### src/rtl/uart_rx.sv
// uart_rx: 8N1 serial receiver with 16x oversampling.
//   Turns frames on the host line into bytes for the command parser.
//   A two-flop synchroniser feeds a majority voter: three samples taken
//   around mid-bit (oversample counts 7, 8, 9) decide each bit.
//   A start bit that does not hold low at mid-bit is treated as a glitch.
//
// Ports
//   clock          in   system clock, rising edge
//   reset_n        in   asynchronous active-low reset
//   ser_in         in   asynchronous serial line, idle high
//   rx_data        out  last correctly received byte (holds until the next one)
//   new_rx_data    out  one-clock strobe, rx_data valid in the same cycle
//   framing_error  out  one-clock strobe, stop bit sampled low
//   rx_busy        out  receiver is not idle
module uart_rx #(
  parameter int unsigned BAUD_DIV = 27  // clocks per oversample tick, 1..65535
) (
  input  logic       clock,
  input  logic       reset_n,
  input  logic       ser_in,
  output logic [7:0] rx_data,
  output logic       new_rx_data,
  output logic       framing_error,
  output logic       rx_busy
);

  localparam logic [2:0] S_IDLE  = 3'd0;
  localparam logic [2:0] S_START = 3'd1;
  localparam logic [2:0] S_DATA  = 3'd2;
  localparam logic [2:0] S_STOP  = 3'd3;
  localparam logic [2:0] S_BREAK = 3'd4;

  localparam logic [15:0] DIV_MAX = 16'(BAUD_DIV - 1);

  // Synchroniser; both flops reset to the idle line level.
  logic sync1_q, sync2_q;
  logic sin;

  always_ff @(posedge clock or negedge reset_n) begin
    if (!reset_n) begin
      sync1_q <= 1'b1;
      sync2_q <= 1'b1;
    end else begin
      sync1_q <= ser_in;
      sync2_q <= sync1_q;
    end
  end

  assign sin = sync2_q;

  // Free-running oversample tick generator.
  logic [15:0] div_q;
  logic        tick;

  assign tick = (div_q == DIV_MAX);

  always_ff @(posedge clock or negedge reset_n) begin
    if (!reset_n) div_q <= '0;
    else          div_q <= tick ? '0 : div_q + 16'd1;
  end

  // Receiver state.
  logic [2:0] state_q, state_d;
  logic [3:0] os_q, os_d;
  logic [2:0] bit_q, bit_d;
  logic [7:0] shift_q, shift_d;
  logic       s7_q, s7_d, s8_q, s8_d;
  logic [7:0] rx_q, rx_d;
  logic       new_q, new_d;
  logic       fe_q, fe_d;
  logic       vote;

  // Samples from counts 7 and 8 are held; the count-9 sample is the live
  // sin, so the vote is only meaningful on the os_q==9 tick.
  assign vote = (s7_q & s8_q) | (s7_q & sin) | (s8_q & sin);

  always_comb begin
    state_d = state_q;
    os_d    = os_q;
    bit_d   = bit_q;
    shift_d = shift_q;
    s7_d    = s7_q;
    s8_d    = s8_q;
    rx_d    = rx_q;
    new_d   = 1'b0;
    fe_d    = 1'b0;

    if (state_q > S_BREAK) begin
      // Unused encodings recover immediately, tick or not.
      state_d = S_IDLE;
    end else if (tick) begin
      os_d = os_q + 4'd1;
      if (os_q == 4'd7) s7_d = sin;
      if (os_q == 4'd8) s8_d = sin;

      case (state_q)
        S_IDLE: begin
          if (!sin) begin
            os_d    = 4'd0;
            state_d = S_START;
          end
        end
        S_START: begin
          if (os_q == 4'd9 && vote) begin
            state_d = S_IDLE;           // glitch, start bit not held
          end else if (os_q == 4'd15) begin
            state_d = S_DATA;
            bit_d   = 3'd0;
          end
        end
        S_DATA: begin
          if (os_q == 4'd9) begin
            shift_d = {vote, shift_q[7:1]};
          end else if (os_q == 4'd15) begin
            if (bit_q == 3'd7) state_d = S_STOP;
            else               bit_d   = bit_q + 3'd1;
          end
        end
        S_STOP: begin
          // Leave at mid-stop so a slightly fast transmitter or a
          // back-to-back start edge is still caught from IDLE.
          if (os_q == 4'd9) begin
            if (vote) begin
              rx_d    = shift_q;
              new_d   = 1'b1;
              state_d = S_IDLE;
            end else begin
              fe_d    = 1'b1;
              state_d = S_BREAK;
            end
          end
        end
        S_BREAK: begin
          // Wait for the line to come back high before hunting again.
          if (sin) state_d = S_IDLE;
        end
        default: state_d = S_IDLE;
      endcase
    end
  end

  always_ff @(posedge clock or negedge reset_n) begin
    if (!reset_n) begin
      state_q <= S_IDLE;
      os_q    <= '0;
      bit_q   <= '0;
      shift_q <= '0;
      s7_q    <= 1'b0;
      s8_q    <= 1'b0;
      rx_q    <= 8'h00;
      new_q   <= 1'b0;
      fe_q    <= 1'b0;
    end else begin
      state_q <= state_d;
      os_q    <= os_d;
      bit_q   <= bit_d;
      shift_q <= shift_d;
      s7_q    <= s7_d;
      s8_q    <= s8_d;
      rx_q    <= rx_d;
      new_q   <= new_d;
      fe_q    <= fe_d;
    end
  end

  assign rx_data       = rx_q;
  assign new_rx_data   = new_q;
  assign framing_error = fe_q;
  assign rx_busy       = (state_q != S_IDLE);

endmodule

### config.mk
export PLATFORM = sky130hd
export DESIGN_NAME = uart_rx
export DESIGN_NICKNAME = d
export VERILOG_FILES = /design/src/rtl/uart_rx.sv
export SDC_FILE = /design/constraint.sdc
export NUM_CORES = 1
export LEC_CHECK = 0
export ABC_AREA = 1
export CORE_MARGIN = 2
export CORE_UTILIZATION = 50
export DETAILED_ROUTE_END_ITERATION = 12
export GPL_ROUTABILITY_DRIVEN = 0
export MAX_ROUTING_LAYER = met4
export PLACE_DENSITY = 0.69
export SLEW_MARGIN = 20
export SYNTH_ARGS = -nofsm -noshare
export SYNTH_HDL_FRONTEND = slang
export SYNTH_SLANG_ARGS = --single-unit
export TNS_END_PERCENT = 20
### constraint.sdc
create_clock -name clock -period 1.65 [get_ports clock]
set_input_delay 0.495 -clock clock [delete_from_list [all_inputs] [get_ports clock]]
set_output_delay 0.495 -clock clock [all_outputs]
set_load 0.03 [all_outputs]
# ---- After elaboration in Yosys (flattened, before gate mapping)
# Index checks and enable logic that the tools add are counted.
dict set report totals {
  regBits 48
  inputBits 3
}
dict set report classes {
  order_cmp 1
  n_mux 31
  bitwise 6
  n_reduce_logical 12
  add_sub_neg 3
  eq_ne 22
}
# operator n
set ops {}
lappend ops {{$mux 3} 16}
lappend ops {{$ne 3x3->1 const B} 6}
lappend ops {{$add 16x1->16 const B} 1}
lappend ops {{$eq 16x5->1 const B} 1}
lappend ops {{$mux 16} 1}
lappend ops {{$reduce_and 8->1} 2}
lappend ops {{$pmux 3 s5} 1}
lappend ops {{$eq 4x4->1 const B} 3}
lappend ops {{$mux 1} 10}
lappend ops {{$ne 2x2->1 const B} 5}
lappend ops {{$mux 4} 2}
lappend ops {{$eq 3x2->1 const B} 2}
lappend ops {{$eq 3x3->1 const B} 2}
lappend ops {{$pmux 3 s2} 1}
lappend ops {{$reduce_and 3->1} 2}
lappend ops {{$reduce_and 5->1} 1}
lappend ops {{$add 4x1->4 const B} 1}
lappend ops {{$eq 4x3->1 const B} 1}
lappend ops {{$ne 4x4->1 const B} 1}
lappend ops {{$reduce_and 4->1} 1}
lappend ops {{$reduce_bool 2->1} 2}
lappend ops {{$add 3x1->3 const B} 1}
lappend ops {{$and 1x1->1} 3}
lappend ops {{$eq 3x1->1 const B} 1}
lappend ops {{other kinds (7)} 8}

# ---- Longest topological paths before layout
# Gate-level depths: netlist of run 1.
dict set report depth {
  ltp_word 8
  ltp_mapped 11
  depth_no_buf 11
}

# ---- Least setup slack after synthesis of run 1
# No wires, ideal clock.
dict set report synth_timing {
  path_type {register to register}
  startpoint {register div_q[0]}
  endpoint {register bit_q[0]}
  required_ps 1533
  period_less_slack_ps 1458
  stages_incl_launch_ff 12
  t_arrival_ps 1341
  setup_ps 117
  path_slack_ps 192
  n_path_buf 0
  cell_sequence {dfrtp_1 > inv_1 > ha_1 > inv_1 > nor2_1 > nand2_1 > nor2_1 > nand2_2 > nor2_2 > nand3_1 > nand2_1 > nand2_1}
}
dict set report synth_via {
  elab_chain_len 2
}
# element line
set synth_rtl {}
lappend synth_rtl {{start, declared} 52} ;# logic [15:0] div_q;
lappend synth_rtl {{start signal, assigned} 59} ;# else div_q <= tick ? '0 : div_q + 16'd1;
lappend synth_rtl {{$eq 16x5->1} 55} ;# assign tick = (div_q == DIV_MAX);
lappend synth_rtl {{$reduce_and 8->1 (no source line)} --}
lappend synth_rtl {{end signal, assigned} 156} ;# bit_q <= bit_d;
lappend synth_rtl {{end, declared} 65} ;# logic [2:0] bit_q, bit_d;
# Every way passes these cells.
# A chain may end at the register's enable or synchronous reset.

# ---- Final worst setup path of run 1
dict set report layout_timing {
  startpoint {register div_q[0]}
  endpoint {register rx_q[3], in the netlist rx_data[3]}
}
dict set report layout_via {
  elab_chain_len 2
}
# element line
set layout_rtl {}
lappend layout_rtl {{$eq 16x5->1} 55}
lappend layout_rtl {{$reduce_and 5->1 (no source line)} --}
lappend layout_rtl {{end signal, assigned} 160} ;# rx_q <= rx_d;
lappend layout_rtl {{end, declared} 68} ;# logic [7:0] rx_q, rx_d;
# Every way passes these cells.

==> results of run 1 <==
-- power breakdown --
part | internal [mW] | total, mW | switching, mW
Sequential | 1.18 | 1.19 | 0.00455
Clock | 0.496 | 0.899 | 0.404
Combinational | 0.0201 | 0.0683 | 0.0482
Total | 1.70 | 2.15 | 0.457
-- registers in the layout, indices dropped and copies added, names as in the netlist --
signal	cells
os_q	4
sync1_q	1
sin	1
s7_q	1
div_q	16
state_q	3
rx_data	8
shift_q	8
new_rx_data	1
framing_error	1
bit_q	3
s8_q	1
-- routing by layer --
layer	GRT usage	share of wire	up-vias
met5	-	0	-
met4	0.0833	0.020	0
met3	0.0407	0.024	6
met2	0.284	0.46	29
met1	0.261	0.50	943
li1	-	-	1026
-- worst paths after layout --
kind | start | endpoint | cells after the start
setup / recovery | div_q[0] | rx_data[3] | 11
hold / removal | reset_n | div_q[7] | 2
setup reg to reg | div_q[0] | rx_data[3] | 11
hold reg to reg | sync1_q | sin | 0
max in group asynchronous | reset_n | sin | 2
min in group clock | sync1_q | sin | 0
-- cells by family (layout without fill, tap and decap cells) --
| family | Yosys count | count (layout) | synth area share |
|---|---|---|---|
| buffers and inverters | 35 | 74 | 0.0563 |
| adders and majority gates | 7 | 7 | 0.0355 |
| DFF | 48 | 48 | 0.488 |
| xor gates and xnor gates | 10 | 10 | 0.0355 |
| and+or+nand+nor | 182 | 183 | 0.353 |
| AOI/OAI and AO/OA | 15 | 15 | 0.0315 |
-- cell type report --
class / instances / share of cell area
Timing Repair Buffer: 32 / 0.0957
Sequential cell: 48 / 0.402
Clock buffer: 6 / 0.0276
Multi-Input combinational cell: 215 / 0.390
Clock inverter: 2 / 0.0130
Inverter: 34 / 0.0435
Tap cell: 67 / 0.0280
-- metrics by stage --
step | cells | instance area (um2)
2_1_floorplan | 297 | 2470
3_3_place_gp | 390 | 2780
3_5_place_dp | 390 | 2780
4_1_cts | 398 | 2890
5_1_grt | 404 | 2990
6_report | 404 | 2990
-- layout by cell type, fill, tap and decap left out, types with 5 or more instances in the layout --
master         instances
nand3_1               22
buf_4                 14
nor2_4                 6
dfrtp_1               46
inv_1                 27
nor2_1                30
nand2_1               88
nand4_1                8
ha_1                   6
clkbuf_8               6
xor2_1                 7
o21ai_0                9
nor2_2                 7
dlygate4sd2_1         10
inv_2                  6
nand2_2                5
-- worst max-delay path, cell delays in order (launching register included) --
cell	delay, ps
dfrtp_1	380
inv_1	60
ha_2	190
inv_2	30
nor2_1	80
nand2_1	60
nor2_2	130
nand2_4	100
nor3_4	230
buf_12	140
nand2_1	40
nand2_1	60
-- timing repair --
item,CTS,global route
setup endpoints to repair,13,29
buffers inserted,0,5
pin swaps,0,7
hold endpoints to repair,0,0
gates resized for setup,14,18
gates cloned,0,1
==> results.py, run 1 <==
metrics = {
    "run_status": {
        "status": "completed",
    },
    "die": {
        "die_y_um": 74.2,
        "dieArea_mm2": 0.00551,
        "fp.dieW_um": 74.2,
        "initial_core_util": 0.519,
        "core_mm2": 0.00475,
        "pin_count": 14,
        "rows": 25,
    },
    "layout": {
        "regArea_mm2": 0.00120,
        "nFillCells": 438,
        "multi_input_area_mm2": 0.00117,
        "area_delta_synth_final_pct": 21.4,
        "insertedDiodeCount": 0,
        "final_core_util": 0.629,
        "layout.nets": 346,
        "drive_above_1_share": 0.196,
    },
    "logic_synthesis": {
        "yosys_warnings": 0,
        "ys_types": 28,
        "synth_top_area_cell": "dfrtp_1",
        "synth_most_common_cell": "nand2_1",
        "mappedNetlistNets": 307,
        "yosysTopAreaCellShare": 0.467,
        "synth_edf_count": 0,
        "ys_dominant_reg_cell": "dfrtp_1",
        "ys_seq_area_frac": 0.488,
        "synth_common_cells": "nand2_1 (90), dfrtp_1 (46), nor2_1 (34), inv_1 (29), nand3_1 (23)",
        "synthCells": 297,
        "synthTopCellsByArea": "dfrtp_1 (47%), nand2_1 (14%), nor2_1 (5.2%), nand3_1 (4.7%), inv_1 (4.4%)",
        "synth_area_mm2": 0.00247,
        "avgSynthCellArea_um2": 8.30,
        "synth_seq_cells": 48,
        "synthArstFlopShare": 1.00,
    },
    "min_path": {
        "worstHoldPathType": "in2async",
    },
    "global_routing": {
        "grt_usage": 0.194,
        "grt_max_degree": 49,
        "grt_pass1_vias": 1712,
        "grt_pass1_wl_um": 7800,
        "antenna_found_initial": 0,
        "grt.overflow.total": 0,
    },
    "sta": {
        "hold_viol": 0,
        "rsz0062_at_grt": "yes",
        "fin_crit_sh": 0.951,
        "worstMarginPinSlew_ps": 289,
        "fin_tns_setup_ps": 0,
        "hold_ws_ps": 166,
        "layout_min_cycle_time_ps": 1570,
        "max_slew_margin": 0.806,
        "setup_ws_ps": 81.2,
        "report.final.slew_viol_count": 0,
        "max_freq_ghz": 0.637,
        "setup_viol": 0,
        "clock_skew_ps": 9.90,
    },
    "routing": {
        "dr.pass1.iters": 4,
        "drt-total-wl_um": 4890,
        "vias_per_cell": 4.96,
        "wire_per_inst_um": 12.1,
        "postRouteAntennaNets": 0,
        "drc": 0,
        "drtIter0Drc": 141,
        "dr_total_vias": 2004,
    },
    "critical_path": {
        "crit_type": "reg2reg",
        "crit_fanout": 9,
        "critPathLaunchType": "flip-flop",
        "crit_required_ps": 1900,
        "crit_arrival_ps": 1820,
        "reg2reg_slack_ps": 80,
        "end_kind": "flip-flop",
    },
    "pwr": {
        "power.density_mw_per_mm2": 720,
        "vdd_ir_drop_max_v": 0.000418,
        "power_mw": 2.15,
        "p_leak_nw": 1.64,
    },
    "placed_design": {
        "io_buffers": 13,
        "dpl.hpwl_um": 3400,
        "dp_slack_ps": 6.16,
    },
    "cts": {
        "cts_hold_buf": 0,
        "cts_tree": "done",
        "clk_pin_slew_ps": 90,
        "clk_latency_ps": 310,
        "root_buffer": "clkbuf_8",
        "cts_num_sinks": 48,
        "cts_buffer_depth": 2,
        "h-tree-depth": 2,
        "cts_made_buffers": 5,
    },
    "job": {
        "max_cap_viol_count": 0,
    },
}
No activity file was read; power rests on OpenSTA's default activity.
==> run 2, diff against run 1 <==
- ABC_AREA: 1 -> not set
- CTS_BUF_LIST: not set -> sky130_fd_sc_hd__clkbuf_4
==> results.py, run 2 <==
metrics = {
    "logic_synthesis": {
        "synth_area_mm2": 0.00237,
        "synth_top_area_cell": "dfrtp_1",
        "yosys_warnings": 0,
        "ys_types": 45,
        "mappedNetlistNets": 216,
        "synth_most_common_cell": "dfrtp_1",
        "synth_edf_count": 0,
        "avgSynthCellArea_um2": 11.5,
        "ys_seq_area_frac": 0.508,
        "synthTopCellsByArea": "dfrtp_1 (49%), mux2_2 (10%), ha_1 (3.7%), xnor2_1 (3.3%), dfstp_2 (2.2%)",
        "synthCells": 206,
        "synth_seq_cells": 48,
        "ys_dominant_reg_cell": "dfrtp_1",
        "yosysTopAreaCellShare": 0.486,
        "synthArstFlopShare": 1.00,
        "synth_common_cells": "dfrtp_1 (46), mux2_2 (22), nor2_1 (14), nand2_1 (10), xnor2_1 (9)",
    },
    "min_path": {
        "worstHoldPathType": "reg2reg",
        "hold_end": "sin",
        "hp-start": "sync1_q",
        "hold_depth": 0,
    },
    "global_routing": {
        "grt_max_degree": 38,
        "grt_pass1_vias": 1868,
        "grt_usage": 0.228,
        "grt_pass1_wl_um": 9030,
        "antenna_found_initial": 0,
        "grt.overflow.total": 0,
    },
    "layout": {
        "top_register": "div_q",
        "largest_reg_flops": 16,
        "insertedDiodeCount": 0,
        "regArea_mm2": 0.00121,
        "multi_input_area_mm2": 0.00134,
        "final_core_util": 0.708,
        "final_common_cell": "buf_4",
        "design_area_mm2": 0.00328,
        "drive_above_1_share": 0.449,
        "area_delta_synth_final_pct": 38.4,
        "nFillCells": 341,
        "layout.nets": 283,
        "layout_common_cells": "buf_4 (51), dfrtp_1 (44), mux2_4 (18), nor2_1 (14)",
    },
    "die": {
        "rows": 25,
        "dieArea_mm2": 0.00530,
        "core_mm2": 0.00463,
        "die_y_um": 72.8,
        "fp.dieW_um": 72.8,
        "pin_count": 14,
        "initial_core_util": 0.512,
    },
    "run_status": {
        "status": "complete, but fails checks",
        "violations": "setup timing",
    },
    "routing": {
        "dr.pass1.iters": 4,
        "drc": 0,
        "dr_total_vias": 1842,
        "drt-total-wl_um": 5450,
        "drtIter0Drc": 106,
        "wire_per_inst_um": 16.6,
        "vias_per_cell": 5.62,
        "postRouteAntennaNets": 0,
    },
    "sta": {
        "max_slew_margin": 0.660,
        "worstMarginPinSlew_ps": 510,
        "fin_crit_sh": 1.18,
        "setup_viol": 27,
        "max_freq_ghz": 0.512,
        "report.final.slew_viol_count": 0,
        "setup_ws_ps": -304,
        "hold_viol": 0,
        "layout_min_cycle_time_ps": 1950,
        "rsz0062_at_grt": "yes",
        "clock_skew_ps": 19.5,
    },
    "placed_design": {
        "dpl.hpwl_um": 3580,
        "dpl_cell_area_mm2": 0.00293,
        "io_buffers": 13,
    },
    "critical_path": {
        "critPathLaunchType": "flip-flop",
        "end_kind": "flip-flop",
        "critical_path.slowest_cell": "dfrtp_1",
        "worstSetupStartpoint": "div_q[13]",
        "max_stage_delay_ps": 500,
        "rr_startpoint": "div_q[13]",
        "crit_arrival_ps": 2230,
        "crit_fanout": 3,
        "crit_required_ps": 1930,
        "reg2reg_slack_ps": -300,
        "path_cells": "nor4bb_4, nand4_1, a2111oi_4, mux2_4",
        "crit_type": "reg2reg",
        "reg2reg_to": "state_q[1]",
        "reg2reg_depth": 4,
    },
    "cts": {
        "root_buffer": "clkbuf_4",
        "clk_pin_slew_ps": 160,
        "cts_buffer_depth": 2,
        "cts_tree": "done",
        "clk_latency_ps": 370,
        "cts_num_sinks": 48,
        "h-tree-depth": 2,
        "cts_made_buffers": 5,
    },
    "pwr": {
        "vdd_ir_drop_max_v": 0.000605,
        "power.density_mw_per_mm2": 648,
        "p_leak_nw": 1.57,
    },
    "job": {
        "max_cap_viol_count": 0,
    },
}
run 2: cell count changes after synthesis, moves of 5 or more:
cell	before	now
nand3_1	23	8
nand2_1	90	10
nor2_1	34	14
xnor2_1	3	9
inv_2	5	0
o21ai_0	9	3
inv_1	29	6
mux2_2	0	22
nor4_1	0	5
nor2_4	5	0
run 2: routing by layer:
| metal | wire (um) | global-route usage | up-vias |
|---|---|---|---|
| met2 | 2740 | 0.364 | 32 |
| li1 | - | - | 886 |
| met4 | 80 | 0.0638 | 0 |
| met5 | 0 | - | - |
| met1 | 2480 | 0.296 | 915 |
| met3 | 144 | 0.0470 | 9 |
run 2: how the worst max path moves through the flow:
stage	to	cells after the start	slack, ps
finish	state_q[1]	4	-300
global route	state_q[1]	4	-370
CTS	rx_data[7]	8	-260
detailed placement	state_q[1]	6	-400
global placement	shift_q[3]	6	-310
floorplan	shift_q[0]	6	-320
run 2: kinds of logic after synthesis:
kind of cell | share of synthesized area
compound gates | 0.0718
flops | 0.508
simple gates | 0.188
fa+ha+maj | 0.0412
xor+xnor | 0.0555
buf+inv | 0.0306
mux | 0.105
run 2: report_power, final:
group          leakage, nW  total, mW  switching (mW)  internal (mW)
registers            0.640       1.19         0.00379           1.18
clock network       0.0558      0.872           0.395          0.477
logic                0.876     0.0637          0.0370         0.0266
total                 1.57       2.12           0.436           1.69
run 2: what timing repair did:
action / in CTS / in global routing
resized for setup: 43 / 45
hold buffers: 1 / 0
endpoints found under the setup margin: 45 / 42
pin swaps: 8 / 10
endpoints found under the hold margin: 9 / 0
buffers inserted: 0 / 2
gates cloned: 0 / 0
run 2: final cells by class:
cell class | instances | share of cell area
well taps | 54 | 0.0206
flip-flops and latches | 48 | 0.368
repair buffers | 69 | 0.163
multi-input cells | 143 | 0.409
clock buffers | 5 | 0.0115
clock inverters | 3 | 0.0210
inverters | 6 | 0.00687
run 2: critical path, delay by kind of cell, from the launching register on:
| kind | cells | cell delay, ps |
|---|---|---|
| mux | 1 | 330 |
| simple gates | 2 | 610 |
| compound gates | 1 | 430 |
| flops | 1 | 500 |
run 2: metrics by stage:
stage / hold slack (ps) / power, mW / setup WS, ps / TNS (ps) / cells
2_1_floorplan: 199 / 1.22 / -319 / -5870 / 206
3_3_place_gp: 346 / 1.26 / -306 / -6560 / 317
3_5_place_dp: 349 / 1.26 / -396 / -7750 / 317
4_1_cts: 369 / 2.14 / -255 / -5510 / 326
5_1_grt: 376 / 2.20 / -369 / -8090 / 328
6_report: 367 / 2.12 / -304 / -5840 / 328
==> run 3, diff against run 2 <==
- SKIP_CTS_REPAIR_TIMING: not set -> 1
==> results.py, run 3 (synthesized netlist as in run 2, its figures left out) <==
metrics = {
    "critical_path": {
        "crit_required_ps": 1930,
        "max_stage_delay_ps": 480,
        "critical_path.top_delay_family": "simple AND/OR/NAND/NOR gates",
        "crit_fanout": 6,
        "critPathLaunchType": "flip-flop",
        "critical_path.slowest_cell": "dfrtp_1",
        "end_kind": "flip-flop",
        "crit_arrival_ps": 2270,
        "crit_type": "reg2reg",
        "critical_path_buf_inv_count": 0,
        "path_cells": "nor4bb_1, nand4_1, a2111oi_2, mux2_2",
    },
    "routing": {
        "drt-total-wl_um": 5220,
        "dr_total_vias": 1811,
        "vias_per_cell": 5.56,
        "wire_per_inst_um": 16.0,
        "dr.pass1.iters": 4,
        "drc": 0,
        "postRouteAntennaNets": 0,
        "drtIter0Drc": 154,
    },
    "sta": {
        "report.final.slew_viol_count": 0,
        "layout_min_cycle_time_ps": 1980,
        "clock_skew_ps": 23.2,
        "rsz0062_at_grt": "yes",
        "max_slew_margin": 0.693,
        "worstMarginPinSlew_ps": 460,
        "setup_viol": 28,
        "max_freq_ghz": 0.504,
        "fin_crit_sh": 1.20,
        "setup_ws_ps": -333,
        "hold_viol": 0,
    },
    "placed_design": {
        "dpl_cell_area_mm2": 0.00293,
        "io_buffers": 13,
        "dpl.hpwl_um": 3580,
    },
    "global_routing": {
        "grt_max_degree": 38,
        "antenna_found_initial": 0,
        "grt_usage": 0.219,
        "grt_pass1_wl_um": 8720,
        "grt_pass1_vias": 1812,
        "grt.overflow.total": 0,
    },
    "min_path": {
        "worstHoldPathType": "reg2reg",
    },
    "cts": {
        "clk_pin_slew_ps": 160,
        "cts_tree": "done",
        "clk_latency_ps": 370,
        "h-tree-depth": 2,
        "cts_num_sinks": 48,
        "root_buffer": "clkbuf_4",
        "cts_buffer_depth": 2,
        "cts_made_buffers": 5,
    },
    "pwr": {
        "vdd_ir_drop_max_v": 0.000614,
        "power_mw": 2.11,
        "power.density_mw_per_mm2": 651,
        "p_leak_nw": 1.72,
    },
    "die": {
        "rows": 25,
        "dieArea_mm2": 0.00530,
        "fp.dieW_um": 72.8,
        "die_y_um": 72.8,
        "pin_count": 14,
        "initial_core_util": 0.512,
        "core_mm2": 0.00463,
    },
    "run_status": {
        "status": "complete, but fails checks",
        "violations": "setup timing",
    },
    "layout": {
        "nFillCells": 338,
        "insertedDiodeCount": 0,
        "top_register": "div_q",
        "largest_reg_flops": 16,
        "layout.nets": 281,
        "area_delta_synth_final_pct": 36.9,
        "layout_common_cells": "buf_4 (49), dfrtp_1 (45), mux2_4 (19), nor2_1 (14)",
        "final_common_cell": "buf_4",
        "design_area_mm2": 0.00324,
        "drive_above_1_share": 0.386,
    },
    "job": {
        "max_cap_viol_count": 0,
    },
}
run 3: report_power, final:
group	switching [mW]	internal, mW	total, mW
clock network	0.390	0.477	0.867
registers	0.00401	1.18	1.19
logic	0.0348	0.0217	0.0565
run 3: worst register-to-register path, stage by stage, from the launching register on:
cell,delay [ps]
dfrtp_1,480
nor4bb_1,440
nand4_1,250
a2111oi_2,380
mux2_2,370
run 3: area by class of cell:
cell class	count	area, um2	area share
inverter	6	22.5	0.00695
clock inverter	3	68.8	0.0212
sequential	48	1200	0.372
tap	54	67.6	0.0208
clock buffer	5	37.5	0.0116
multi-input combinational	143	1260	0.388
timing repair buffer	67	583	0.180
run 3: worst paths after layout:
path | cells past startpoint | start | to | slack [ps]
setup / recovery | 4 | div_q[4] | state_q[1] | -330
hold / removal | 0 | sync1_q | sin | 370
setup reg to reg | 4 | div_q[4] | state_q[1] | -330
hold reg to reg | 0 | sync1_q | sin | 370
max in group asynchronous | 3 | reset_n | sync1_q | 570
min in group asynchronous | 2 | reset_n | os_q[3] | 510
run 3: stage by stage:
| step | TNS, ps | hold WS [ps] | worst slack, ps | cells | util |
|---|---|---|---|---|---|
| floorplan | -5870 | 199 | -319 | 206 | - |
| global placement | -6560 | 346 | -306 | 317 | 0.633 |
| detailed placement | -7750 | 349 | -396 | 317 | 0.633 |
| CTS | -11880 | -11.7 | -601 | 325 | 0.656 |
| global route | -9200 | 376 | -467 | 326 | 0.700 |
| finish | -6130 | 367 | -333 | 326 | 0.700 |
run 3: metal layers:
layer / wire length (um) / track usage / share of wire
met3: 127 / 0.0414 / 0.024
met4: 53 / 0.0556 / 0.010
met1: 2450 / 0.291 / 0.47
met2: 2590 / 0.348 / 0.50
met5: 0 / - / 0
